`src/rtl/acc_control_unit.sv`:
```
// Fetch/decode/execute sequencer for the 8-bit accumulator datapath.
// Owns PC and IR and issues one cycle of datapath controls per instruction.
module acc_control_unit #(
   parameter logic [7:0] RESET_PC = 8'h00
) (
   input  logic       clk,
   input  logic       CLB,
   input  logic       run,
   input  logic [7:0] progData,
   input  logic [7:0] Acc,
   output logic [7:0] progAddr,
   output logic       LoadAcc,
   output logic [1:0] SelAcc,
   output logic [3:0] imm,
   output logic [3:0] regSel,
   output logic       regWrite,
   output logic [2:0] aluOp,
   output logic       halted
);

   typedef enum logic [1:0] {
      S_FETCH  = 2'd0,
      S_DECODE = 2'd1,
      S_EXEC   = 2'd2,
      S_HALT   = 2'd3
   } state_t;

   typedef enum logic [3:0] {
      OP_NOP = 4'h0,
      OP_LDI = 4'h1,
      OP_MOV = 4'h2,
      OP_STR = 4'h3,
      OP_ADD = 4'h4,
      OP_SUB = 4'h5,
      OP_AND = 4'h6,
      OP_OR  = 4'h7,
      OP_XOR = 4'h8,
      OP_JMP = 4'h9,
      OP_JZ  = 4'hA,
      OP_HLT = 4'hF
   } opcode_t;

   localparam logic [1:0] SEL_IMM = 2'b00;
   localparam logic [1:0] SEL_REG = 2'b01;
   localparam logic [1:0] SEL_ALU = 2'b10;

   state_t     state, next_state;
   logic [7:0] pc;
   logic [7:0] ir;
   logic [3:0] opcode;
   logic       jump;

   assign opcode   = ir[7:4];
   assign imm      = ir[3:0];
   assign regSel   = ir[3:0];
   assign progAddr = pc;
   assign halted   = (state == S_HALT);

   // NOTE: registered state uses non-blocking assignments so every flop samples
   // the pre-edge values of its neighbours, independent of statement order.
   always_ff @(posedge clk) begin
      if (CLB) begin
         state <= S_FETCH;
         pc    <= RESET_PC;
         ir    <= 8'h00;
      end else begin
         state <= next_state;
         if (state == S_FETCH) begin
            ir <= progData;
            pc <= pc + 8'd1;
         end else if (jump) begin
            pc <= Acc;
         end
      end
   end

   // NOTE: every output is given a default before the case so no path through
   // this block leaves a signal unassigned, which would infer a latch.
   always_comb begin
      next_state = state;
      LoadAcc    = 1'b0;
      SelAcc     = SEL_IMM;
      aluOp      = 3'b000;
      regWrite   = 1'b0;
      jump       = 1'b0;

      case (state)
         S_FETCH:  next_state = S_DECODE;
         S_DECODE: next_state = S_EXEC;
         S_EXEC: begin
            next_state = (opcode == OP_HLT) ? S_HALT : S_FETCH;
            case (opcode)
               OP_LDI: begin LoadAcc = 1'b1; SelAcc = SEL_IMM; end
               OP_MOV: begin LoadAcc = 1'b1; SelAcc = SEL_REG; end
               OP_STR: regWrite = 1'b1;
               OP_ADD: begin LoadAcc = 1'b1; SelAcc = SEL_ALU; aluOp = 3'b000; end
               OP_SUB: begin LoadAcc = 1'b1; SelAcc = SEL_ALU; aluOp = 3'b001; end
               OP_AND: begin LoadAcc = 1'b1; SelAcc = SEL_ALU; aluOp = 3'b010; end
               OP_OR:  begin LoadAcc = 1'b1; SelAcc = SEL_ALU; aluOp = 3'b011; end
               OP_XOR: begin LoadAcc = 1'b1; SelAcc = SEL_ALU; aluOp = 3'b100; end
               OP_JMP: jump = 1'b1;
               // Zero test uses the accumulator as it stands during EXEC.
               OP_JZ:  jump = (Acc == 8'h00);
               default: ;
            endcase
         end
         S_HALT:   next_state = run ? S_FETCH : S_HALT;
         default:  next_state = S_FETCH;
      endcase
   end

endmodule

```
`config.mk`:
```
export PLATFORM = sky130hd
export DESIGN_NAME = acc_control_unit
export DESIGN_NICKNAME = d
export VERILOG_FILES = /design/src/rtl/acc_control_unit.sv
export SDC_FILE = /design/constraint.sdc
export NUM_CORES = 1
export LEC_CHECK = 0
export CAP_MARGIN = 20
export CELL_PAD_IN_SITES_DETAIL_PLACEMENT = 0
export CELL_PAD_IN_SITES_GLOBAL_PLACEMENT = 2
export CORE_ASPECT_RATIO = 1.1
export CORE_MARGIN = 3
export CORE_UTILIZATION = 21
export CTS_CLUSTER_DIAMETER = 50
export DETAILED_ROUTE_END_ITERATION = 6
export GPL_TIMING_DRIVEN = 0
export PLACE_DENSITY = 0.85
export SYNTH_ARGS = -nofsm -noshare
export SYNTH_HDL_FRONTEND = slang
export SYNTH_SLANG_ARGS = --single-unit
```
`constraint.sdc`:
```
create_clock -name clk -period 1.44 [get_ports clk]
set_clock_uncertainty 0.05 [all_clocks]
set_input_delay 0.216 -clock clk [delete_from_list [all_inputs] [get_ports clk]]
set_output_delay 0.216 -clock clk [all_outputs]
set_load 0.005 [all_outputs]
```
Yosys cells after proc, flatten, opt, wreduce, memory -nomap -nowiden --
Index checks and enable logic that the tools add are counted.
Cells by class: $add $sub $neg 1, eq/ne operators 14, multiplexer cells 15, reductions and logical operators 5
Operator list (count):
- equality test 4 x 3 -> 1 bit, second input constant | 4
- equality test 4 bit, second input constant | 4
- two-way mux 8 bit | 2
- case mux 3 bit (4 select lines) | 1
- adder 8 x 1 -> 8 bit, second input constant | 1
- equality test 4 x 2 -> 1 bit, second input constant | 2
- logical NOT 8 bit | 1
- case mux 2 bit (4 select lines) | 1
- OR reduction 7 bit | 1
- two-way mux 2 bit | 3
- two-way mux 1 bit | 5
- OR reduction 5 bit | 1
- equality test 2 bit, second input constant | 2
- equality test 4 x 1 -> 1 bit, second input constant | 1
- case mux 2 bit (2 select lines) | 1
- two-way mux 3 bit | 1
- equality test 2 x 1 -> 1 bit, second input constant | 1
- logical NOT 2 bit | 1
- case mux 1 bit (2 select lines) | 1
- nonzero test 2 bit | 1
Word-level totals: register bits after elaboration 18, input port bits 19

Depth between registers and ports, before layout --
Gate-level depths: netlist (run 1).
depth after elaboration 5, gate-level depth with buffers 6

Worst setup path before layout (run 1) --
Ideal clock, no wire load.
path kind register to register, start register pc[0], in the netlist progAddr[0], end register pc[6], in the netlist progAddr[6], setup time 0.062 ns, arrival time 1.390 ns, data required time 1.328 ns, setup slack -0.062 ns, cell stages (with the launch flop) 6, path buffers 0, period minus slack after synthesis 1.502 ns, cells stage by stage dfxtp_1 -> ha_1 -> nand3_1 -> or3_1 -> a211o_1 -> nand3_1
On the way: cells in the longest elaborated chain, start to end 2
Ends and longest elaborated chain:
- start: declaration | RTL line 48 | logic [7:0] pc;
- start signal: assignment | RTL line 70 | pc <= pc + 8'd1;
- adder 8 x 1 -> 8 bit | RTL line 70
- two-way mux 8 bit | RTL line 68 | if (state == S_FETCH) begin
No other way between the ends. A chain may end at the register's enable or synchronous reset.

Worst setup path after layout (run 1) --
start register ir[5], end output SelAcc[1]
On the way: cells in the longest elaborated chain, start to end 4, elaborated cells on any way between the ends 9, classes of those cells eq/ne: 6; mux: 2; reduce/logical: 1
Ends and longest elaborated chain:
- start: declaration | RTL line 49 | logic [7:0] ir;
- start signal: assignment | RTL line 69 | ir <= progData;
- equality test 4 bit / equality test 4 x 3 -> 1 bit (equally long branches) | RTL line 92 | case (opcode)
- OR reduction 5 bit (no line)
- case mux 2 bit (2 select lines) * | RTL line 92
- two-way mux 2 bit * | RTL line 87 | case (state)
- end: declaration | RTL line 13 | output logic [1:0] SelAcc,
Mark *: on every way between the ends. The rest lies on a longest branch, timed or not.

==> results of run 1 <==
## registers in the layout (all words and copies together) (netlist names)
register  count
ir            8
state         2
progAddr      8
## logic make-up (layout without fill, tap and decap cells)
kind of cell	after synthesis	in the layout	synth area share [%]
fa+ha+maj	1	1	1.09
flops	18	18	31.5
buf+inv	19	100	10.9
simple gates	67	67	36.9
compound gates	36	36	18.8
xor+xnor	1	1	0.765
## layer usage
layer / wire [µm] / vias up
met2: 2080 / 31
met3: 154 / 3
li1: - / 666
met1: 1750 / 663
met5: 0 / -
met4: 17 / 0
## metrics by stage
step           utilization [%]  hold WS [ps]  cells
2_1_floorplan                -           295    142
6_report                  42.7           430    295
4_1_cts                   38.9           434    283
3_5_place_dp              32.3           414    256
3_3_place_gp              32.3           408    256
5_1_grt                   42.7           439    295
## how the worst min path moves through the flow
stage                     slack [ps]          end  cells past startpoint         from
after detailed placement         410        ir[0]                      2        ir[0]
after global routing             440        ir[1]                      3  progData[1]
final                            430  progAddr[7]                      2  progAddr[7]
after CTS                        430        ir[1]                      3  progData[1]
after global placement           410        ir[1]                      2        ir[1]
after floorplan                  290  progAddr[0]                      2       Acc[0]
## worst max-delay path, delay by kind of cell (launching register included)
kind | cells | cell delay, ps
AND/OR/NAND/NOR | 1 | 490
AO/OA/AOI/OAI | 1 | 130
flip-flops | 1 | 330
buffers and inverters | 2 | 240
## cells in the mapped netlist, types with 2 or more instances
| cell | count | area (µm²) |
|---|---|---|
| nand2_1 | 23 | 86.3 |
| a21oi_1 | 20 | 100 |
| dfxtp_1 | 18 | 360 |
| nand3_1 | 9 | 45.0 |
| buf_4 | 8 | 60.1 |
| nor2_1 | 8 | 30.0 |
| clkbuf_1 | 4 | 15.0 |
| o21ai_0 | 4 | 20.0 |
| a211oi_1 | 3 | 22.5 |
| buf_6 | 3 | 33.8 |
| a22oi_1 | 2 | 15.0 |
| a31oi_1 | 2 | 12.5 |
| and2_1 | 2 | 12.5 |
| and3_1 | 2 | 12.5 |
| and4b_1 | 2 | 20.0 |
| inv_1 | 2 | 7.51 |
| nand4_1 | 2 | 12.5 |
| nor3_1 | 2 | 10.0 |
| nor3b_1 | 2 | 15.0 |
| nor4_4 | 2 | 42.5 |
| o211a_1 | 2 | 20.0 |
## what timing repair did
action                                  4_1_cts  5_1_grt
endpoints found under the setup margin       41       34
buffers inserted                             23       14
gates resized for setup                      84       34
pin swaps                                    18       15
## area by class of cell
class,instances,share of cell area [%]
buffer,16,5.94
clock buffer,4,2.51
inverter,2,0.343
multi-input combinational,105,37.0
sequential,18,18.4
tap,72,4.11
timing repair buffer,78,31.7
## power breakdown
part / leakage [nW] / switching [W] / internal, W
clock network: 0.0288 / 0.000180 / 0.000243
registers: 0.157 / 0.0000366 / 0.000530
logic: 0.821 / 0.000216 / 0.000281
total: 1.01 / 0.000432 / 0.00105
==> flow_metrics.tcl, run 1 <==
set metrics [dict create \
    status "finished with violations" \
    finalSetupViolCount 15 \
    mostFrequentLayoutCells "37 x buf_4, 23 x clkdlybuf4s50_1, 22 x nand2_1" \
    rr_startpoint "ir[5]" \
    crit_path_end_kind "output pin" \
    dp_hpwl_um 2440 \
    start_kind "flip-flop" \
    synth-seq-cells 18 \
    start_util_pct 22.3 \
    grt_util_met2_pct 20.3 \
    syn_inst 142 \
    drv_cap 0 \
    drt_iter0_drc 77 \
    tightest_slew_ps 346 \
    cp_slowest_cell "or4_1" \
    seq_area_frac_synth_pct 31.5 \
    wl_per_cell_um 13.5 \
    fmax_mhz 584 \
    syn_avg_cell_area_um2 8.06 \
    dp_slack_ps -563 \
    timing.final.crit_share_pct 119 \
    routed_via_density 4.62 \
    grt_pass1_wl_um 6180 \
    dr.pass1.iters 4 \
    cp_cell_sequence "buf_6, or4_1, a21oi_1, buf_2" \
    peakVddDrop_mv 0.363 \
    die_w_um 76.4 \
    rows 27 \
    final_common_cell "buf_4" \
    use_met1_pct 14.5 \
    design.core.area_um2 5130 \
    hold_buffers 0 \
    critPathCapture "SelAcc[1]" \
    drc_errors 0 \
    regToRegEndpoint "progAddr[6]" \
    io_buffers 42 \
    synth-edff-count 0 \
    drv_slew 0 \
    synth_area_um2 1140 \
    gp_congestion 0.718 \
    r2r_cells 9 \
    critical_path.startpoint "ir[5]" \
    nets 244 \
    fin_crit_ps 1710 \
    p_leak_nw 1.01 \
    seq_area_um2 403 \
    crit_type "reg2out" \
    root_buffer "clkbuf_8" \
    synth_cell_types 41 \
    grt_use_total_pct 11.6 \
    area_growth_pct 91.4 \
    fin_ws_ps -273 \
    slowest_delay_ps 490 \
    maxSlewHeadroom_pct 76.7 \
    num_io_pins 43 \
    syn-num-nets 162 \
    critPathRequiredTime_ps 1170 \
    antenna_cells 0 \
    grt_pass1_vias 1249 \
    dieArea_um2 6370 \
    synthArstFlopShare_pct 0 \
    cts_sinks 18 \
    violations "setup timing" \
    grt-ovfl-total 0 \
    power_w 0.00149 \
    synth_ff_type "dfxtp_1" \
    final.setup.tns_ps -2160 \
    grt_max_degree 11 \
    timing.reg2reg.setup_slack_ps -200 \
    use_met3_pct 2.93 \
    fillCellCount 527 \
    h-tree-depth 1 \
    hold_viol_final 0 \
    dr_total_vias 1363 \
    cts_tree "built" \
    cts_buffers 3 \
    final_area_um2 2190 \
    die_y_um 83.4 \
    clk_latency_ps 260 \
    top_usage_layer "met2" \
    crit_arrival_ps 1450 \
    power_density_nw_per_um2 678 \
    rsz0062_at_grt "yes" \
    hold_path.class "reg2reg" \
    cts_buffer_depth 2 \
    clk_pin_slew_worst_paths_ps 70 \
    multi_input_area_um2 811 \
    antenna_found_initial 0 \
    drt-total-wl_um 3990 \
    yosysWarningCount 0 \
    placed_cell_area_um2 1660 \
    drive_above_1_share_pct 51.1 \
    cp_max_fo 4 \
    drtAntennaViolNets 0 \
]
(Power assumes the default switching activity.)
==> run 2, diff against run 1 <==
Settings changed: CORE_UTILIZATION 21 to 24, MAX_ROUTING_LAYER from default to met4, PLACE_DENSITY 0.85 to 0.91.
Clock period 1.44 ns to 1.58 ns, I/O delays scaled along.
==> flow_metrics.tcl, run 2 (same netlist as run 1, synthesis figures left out) <==
set metrics [dict create \
    status "finished with violations" \
    violations "setup timing" \
    power_density_nw_per_um2 682 \
    rows 25 \
    routed_via_density 4.85 \
    grt_pass1_wl_um 5670 \
    cts_buffers 3 \
    hold_depth 2 \
    cts_sinks 18 \
    fin_crit_ps 1750 \
    io_buffers 42 \
    gp_congestion 0.757 \
    grt-ovfl-total 0 \
    critPathCapture "SelAcc[1]" \
    layout.cells.non_filler 257 \
    rr_startpoint "state[1]" \
    mostFrequentLayoutCells "34 x clkdlybuf4s50_1, 22 x nand2_1, 21 x buf_4" \
    antenna_cells 0 \
    drv_slew 0 \
    timing.reg2reg.setup_slack_ps 60 \
    fmax_mhz 572 \
    drt_iter0_drc 49 \
    area_growth_pct 66.4 \
    p_sw_share_pct 28.6 \
    crit_path_end_kind "output pin" \
    root_buffer "clkbuf_8" \
    peakVddDrop_mv 0.513 \
    cp_max_fo 4 \
    start_kind "flip-flop" \
    drc_errors 0 \
    power.internal_w 0.000928 \
    drive_above_1_share_pct 36.5 \
    dp_hpwl_um 2380 \
    final_area_um2 1910 \
    clk_pin_slew_worst_paths_ps 70 \
    clk_latency_ps 250 \
    timing.hold.ws_ps 420 \
    power_frac_comb_pct 29.9 \
    design.core.area_um2 4440 \
    die_w_um 71.9 \
    drv_cap 0 \
    dr.pass1.iters 6 \
    num_io_pins 43 \
    critPathRequiredTime_ps 1290 \
    regToRegEndpoint "progAddr[5]" \
    die_y_um 78.4 \
    placed_cells 238 \
    antenna_found_initial 0 \
    tightest_slew_ps 504 \
    dieArea_um2 5640 \
    finalSetupViolCount 6 \
    hold_path.class "reg2reg" \
    crit_arrival_ps 1460 \
    p_sw_w 0.000371 \
    p_leak_nw 0.751 \
    grt_use_total_pct 12.8 \
    drt-total-wl_um 3520 \
    drtAntennaViolNets 0 \
    wl_per_cell_um 13.7 \
    nets 224 \
    cts_tree "built" \
    dr_total_vias 1247 \
    placed_cell_area_um2 1630 \
    h-tree-depth 1 \
    critical_path.startpoint "ir[5]" \
    r2r_cells 6 \
    hold_viol_final 0 \
    p_seq_share_pct 40.3 \
    timing.final.crit_share_pct 111 \
    maxSlewHeadroom_pct 66.4 \
    final_common_cell "clkdlybuf4s50_1" \
    p_clk_share_pct 29.9 \
    grt_pass1_vias 1164 \
    rsz0062_at_grt "yes" \
    cts_buffer_depth 2 \
    start_util_pct 25.8 \
    fin_ws_ps -168 \
    grt_max_degree 11 \
    crit_type "reg2out" \
]
-- run 2: how the worst min path moves through the flow --
| stage | startpoint | endpoint | slack [ps] |
|---|---|---|---|
| 2_1_floorplan | progData[4] | ir[4] | 320 |
| 3_3_place_gp | ir[1] | ir[1] | 410 |
| 3_5_place_dp | ir[1] | ir[1] | 410 |
| 4_1_cts | ir[1] | ir[1] | 430 |
| 5_1_grt | ir[1] | ir[1] | 450 |
| 6_report | ir[1] | ir[1] | 420 |
-- run 2: cell type report --
cell class,count,area [µm²]
well taps,54,67.6
multi-input cells,105,747
flip-flops and latches,18,385
plain buffers,15,116
repair buffers,59,527
fillers,477,2540
clock buffers,4,55.1
inverters,2,7.51
-- run 2: power groups by stage --
stage | sequential (W) | clock (W) | combinational (W)
global route | 0.000529 | 0.000428 | 0.000425
floorplan | 0.000519 | 0 | 0.000168
finish | 0.000523 | 0.000388 | 0.000388
detailed placement | 0.000528 | 0 | 0.000314
global placement | 0.000527 | 0 | 0.000314
CTS | 0.000521 | 0.000404 | 0.000356
-- run 2: critical path, cell delays in order, from the launching register on --
cell and delay, ps:
dfxtp_2 330, buf_6 110, or4_1 510, a21oi_1 130, buf_2 120
-- run 2: stage by stage --
stage | setup slack (ps) | TNS, ps | power, W | utilization [%]
2_1_floorplan | 78.3 | 0 | 0.000687 | -
3_3_place_gp | -425 | -5210 | 0.000841 | 36.8
3_5_place_dp | -416 | -5390 | 0.000843 | 36.8
4_1_cts | -162 | -486 | 0.00128 | 40.8
5_1_grt | -237 | -987 | 0.00138 | 42.9
6_report | -168 | -537 | 0.00130 | 42.9
-- run 2: repair_timing --
| action | in CTS | in global routing |
|---|---|---|
| endpoints found under the hold margin | 0 | 0 |
| buffers inserted | 15 | 3 |
| endpoints found under the setup margin | 16 | 21 |
| pin swaps | 8 | 7 |
| resized for setup | 55 | 25 |
| hold buffers | 0 | 0 |
-- run 2: routing by layer --
layer  GRT usage (%)  part of all wire, %
met4            1.69                 0.51
met5               -                    0
met1            17.2                   45
met2            19.8                   49
met3            3.46                  5.0
==> run 3, diff against run 2 <==
Settings changed: CORE_MARGIN 3 to default, TNS_END_PERCENT from default to 100.
==> flow_metrics.tcl, run 3 (same netlist as run 1, synthesis figures left out) <==
set metrics [dict create \
    status "finished with violations" \
    violations "setup timing" \
    critical_path.startpoint "ir[5]" \
    cts_tree "built" \
    antenna_found_initial 0 \
    r2r_cells 6 \
    hold_path.class "reg2reg" \
    grt_pass1_vias 1108 \
    peakVddDrop_mv 0.210 \
    multi_input_area_um2 721 \
    antenna_cells 0 \
    power_frac_comb_pct 30.0 \
    power_density_nw_per_um2 651 \
    drv_cap 0 \
    dp_hpwl_um 2270 \
    hold_depth 2 \
    drt-total-wl_um 3360 \
    fin_crit_ps 1730 \
    crit_path_end_kind "output pin" \
    critPathRequiredTime_ps 1290 \
    gp_congestion 0.754 \
    cts_buffers 3 \
    hold_viol_final 0 \
    final_area_um2 1860 \
    p_seq_share_pct 43.3 \
    wl_per_cell_um 13.2 \
    nets 222 \
    dr_total_vias 1241 \
    maxSlewHeadroom_pct 70.3 \
    crit_arrival_ps 1450 \
    dr.pass1.iters 4 \
    grt_max_degree 11 \
    root_buffer "clkbuf_8" \
    cp_max_fo 4 \
    p_leak_nw 0.734 \
    p_sw_share_pct 28.5 \
    regToRegEndpoint "progAddr[2]" \
    holdCritStartpoint "ir[2]" \
    routed_via_density 4.89 \
    hold_path_end "ir[2]" \
    die_w_um 67.9 \
    cts_sinks 18 \
    drive_above_1_share_pct 34.0 \
    dieArea_um2 5050 \
    fmax_mhz 577 \
    cts_buffer_depth 2 \
    grt_pass1_wl_um 5240 \
    h-tree-depth 1 \
    drc_errors 0 \
    clk_latency_ps 250 \
    grt_use_total_pct 14.2 \
    rsz0062_at_grt "yes" \
    fillCellCount 500 \
    timing.reg2reg.setup_slack_ps 20 \
    seq_area_um2 383 \
    clk_pin_slew_worst_paths_ps 70 \
    timing.hold.ws_ps 419 \
    drtAntennaViolNets 0 \
    area_growth_pct 62.1 \
    start_util_pct 25.8 \
    p_clk_share_pct 26.7 \
    fin_ws_ps -153 \
    grt-ovfl-total 0 \
    drv_slew 0 \
    final_common_cell "clkdlybuf4s50_1" \
    tightest_slew_ps 446 \
    timing.final.crit_share_pct 110 \
    finalSetupViolCount 2 \
    crit_type "reg2out" \
    mostFrequentLayoutCells "34 x clkdlybuf4s50_1, 23 x nand2_1, 19 x a21oi_1" \
    p_sw_w 0.000344 \
    io_buffers 42 \
    die_y_um 74.4 \
    placed_cell_area_um2 1630 \
    design.core.area_um2 4440 \
    rows 25 \
    rr_startpoint "ir[6]" \
    drt_iter0_drc 73 \
    power.internal_w 0.000864 \
    start_kind "flip-flop" \
    num_io_pins 43 \
]
[run 3: worst max path at each step]
stage / cells past startpoint / slack, ps / end
after floorplan: 5 / 80 / progAddr[6]
after global placement: 4 / -420 / SelAcc[0]
after detailed placement: 4 / -410 / SelAcc[0]
after CTS: 4 / -150 / SelAcc[1]
after global routing: 4 / -200 / SelAcc[1]
final: 4 / -150 / SelAcc[1]
[run 3: metal layers]
metal  up-vias  GRT usage, %  share of wire [%]
li1        622             -                  -
met1       580          18.5                 46
met2        35          22.4                 47
met3         4          2.76                5.7
met4         0          3.47               0.60
met5         -             -                  0
[run 3: area by class of cell]
| cell class | instances | area share, % |
|---|---|---|
| buffer | 17 | 7.48 |
| timing repair buffer | 55 | 26.8 |
| clock buffer | 3 | 2.23 |
| sequential | 18 | 20.6 |
| inverter | 2 | 0.405 |
| tap | 54 | 3.64 |
| multi-input combinational | 105 | 38.8 |
[run 3: what timing repair did]
action | in CTS | in global routing
hold buffers | 0 | 0
pin swaps | 9 | 14
buffers inserted | 11 | 2
setup endpoints to repair | 11 | 23
resized for setup | 46 | 27
[run 3: power by group through the flow]
stage	Sequential, W	Clock (W)	Combinational, W
floorplan	0.000519	0	0.000168
global placement	0.000527	0	0.000314
detailed placement	0.000527	0	0.000314
CTS	0.000520	0.000338	0.000352
global route	0.000529	0.000351	0.000398
finish	0.000523	0.000323	0.000363
[run 3: through the flow]
step	setup WS [ps]	utilization [%]	power [W]	TNS, ps	cells
final	-153	41.8	0.00121	-203	254
after detailed placement	-410	36.8	0.000841	-4880	238
after CTS	-152	40.1	0.00121	-383	252
after floorplan	78.3	-	0.000687	0	142
after global routing	-203	41.8	0.00128	-737	254
after global placement	-416	36.8	0.000840	-4860	238
[run 3: critical path: stages (launching register included)]
cell     delay (ps)
dfxtp_2         330
buf_6           120
or4_1           490
a21oi_1         130
buf_2           130
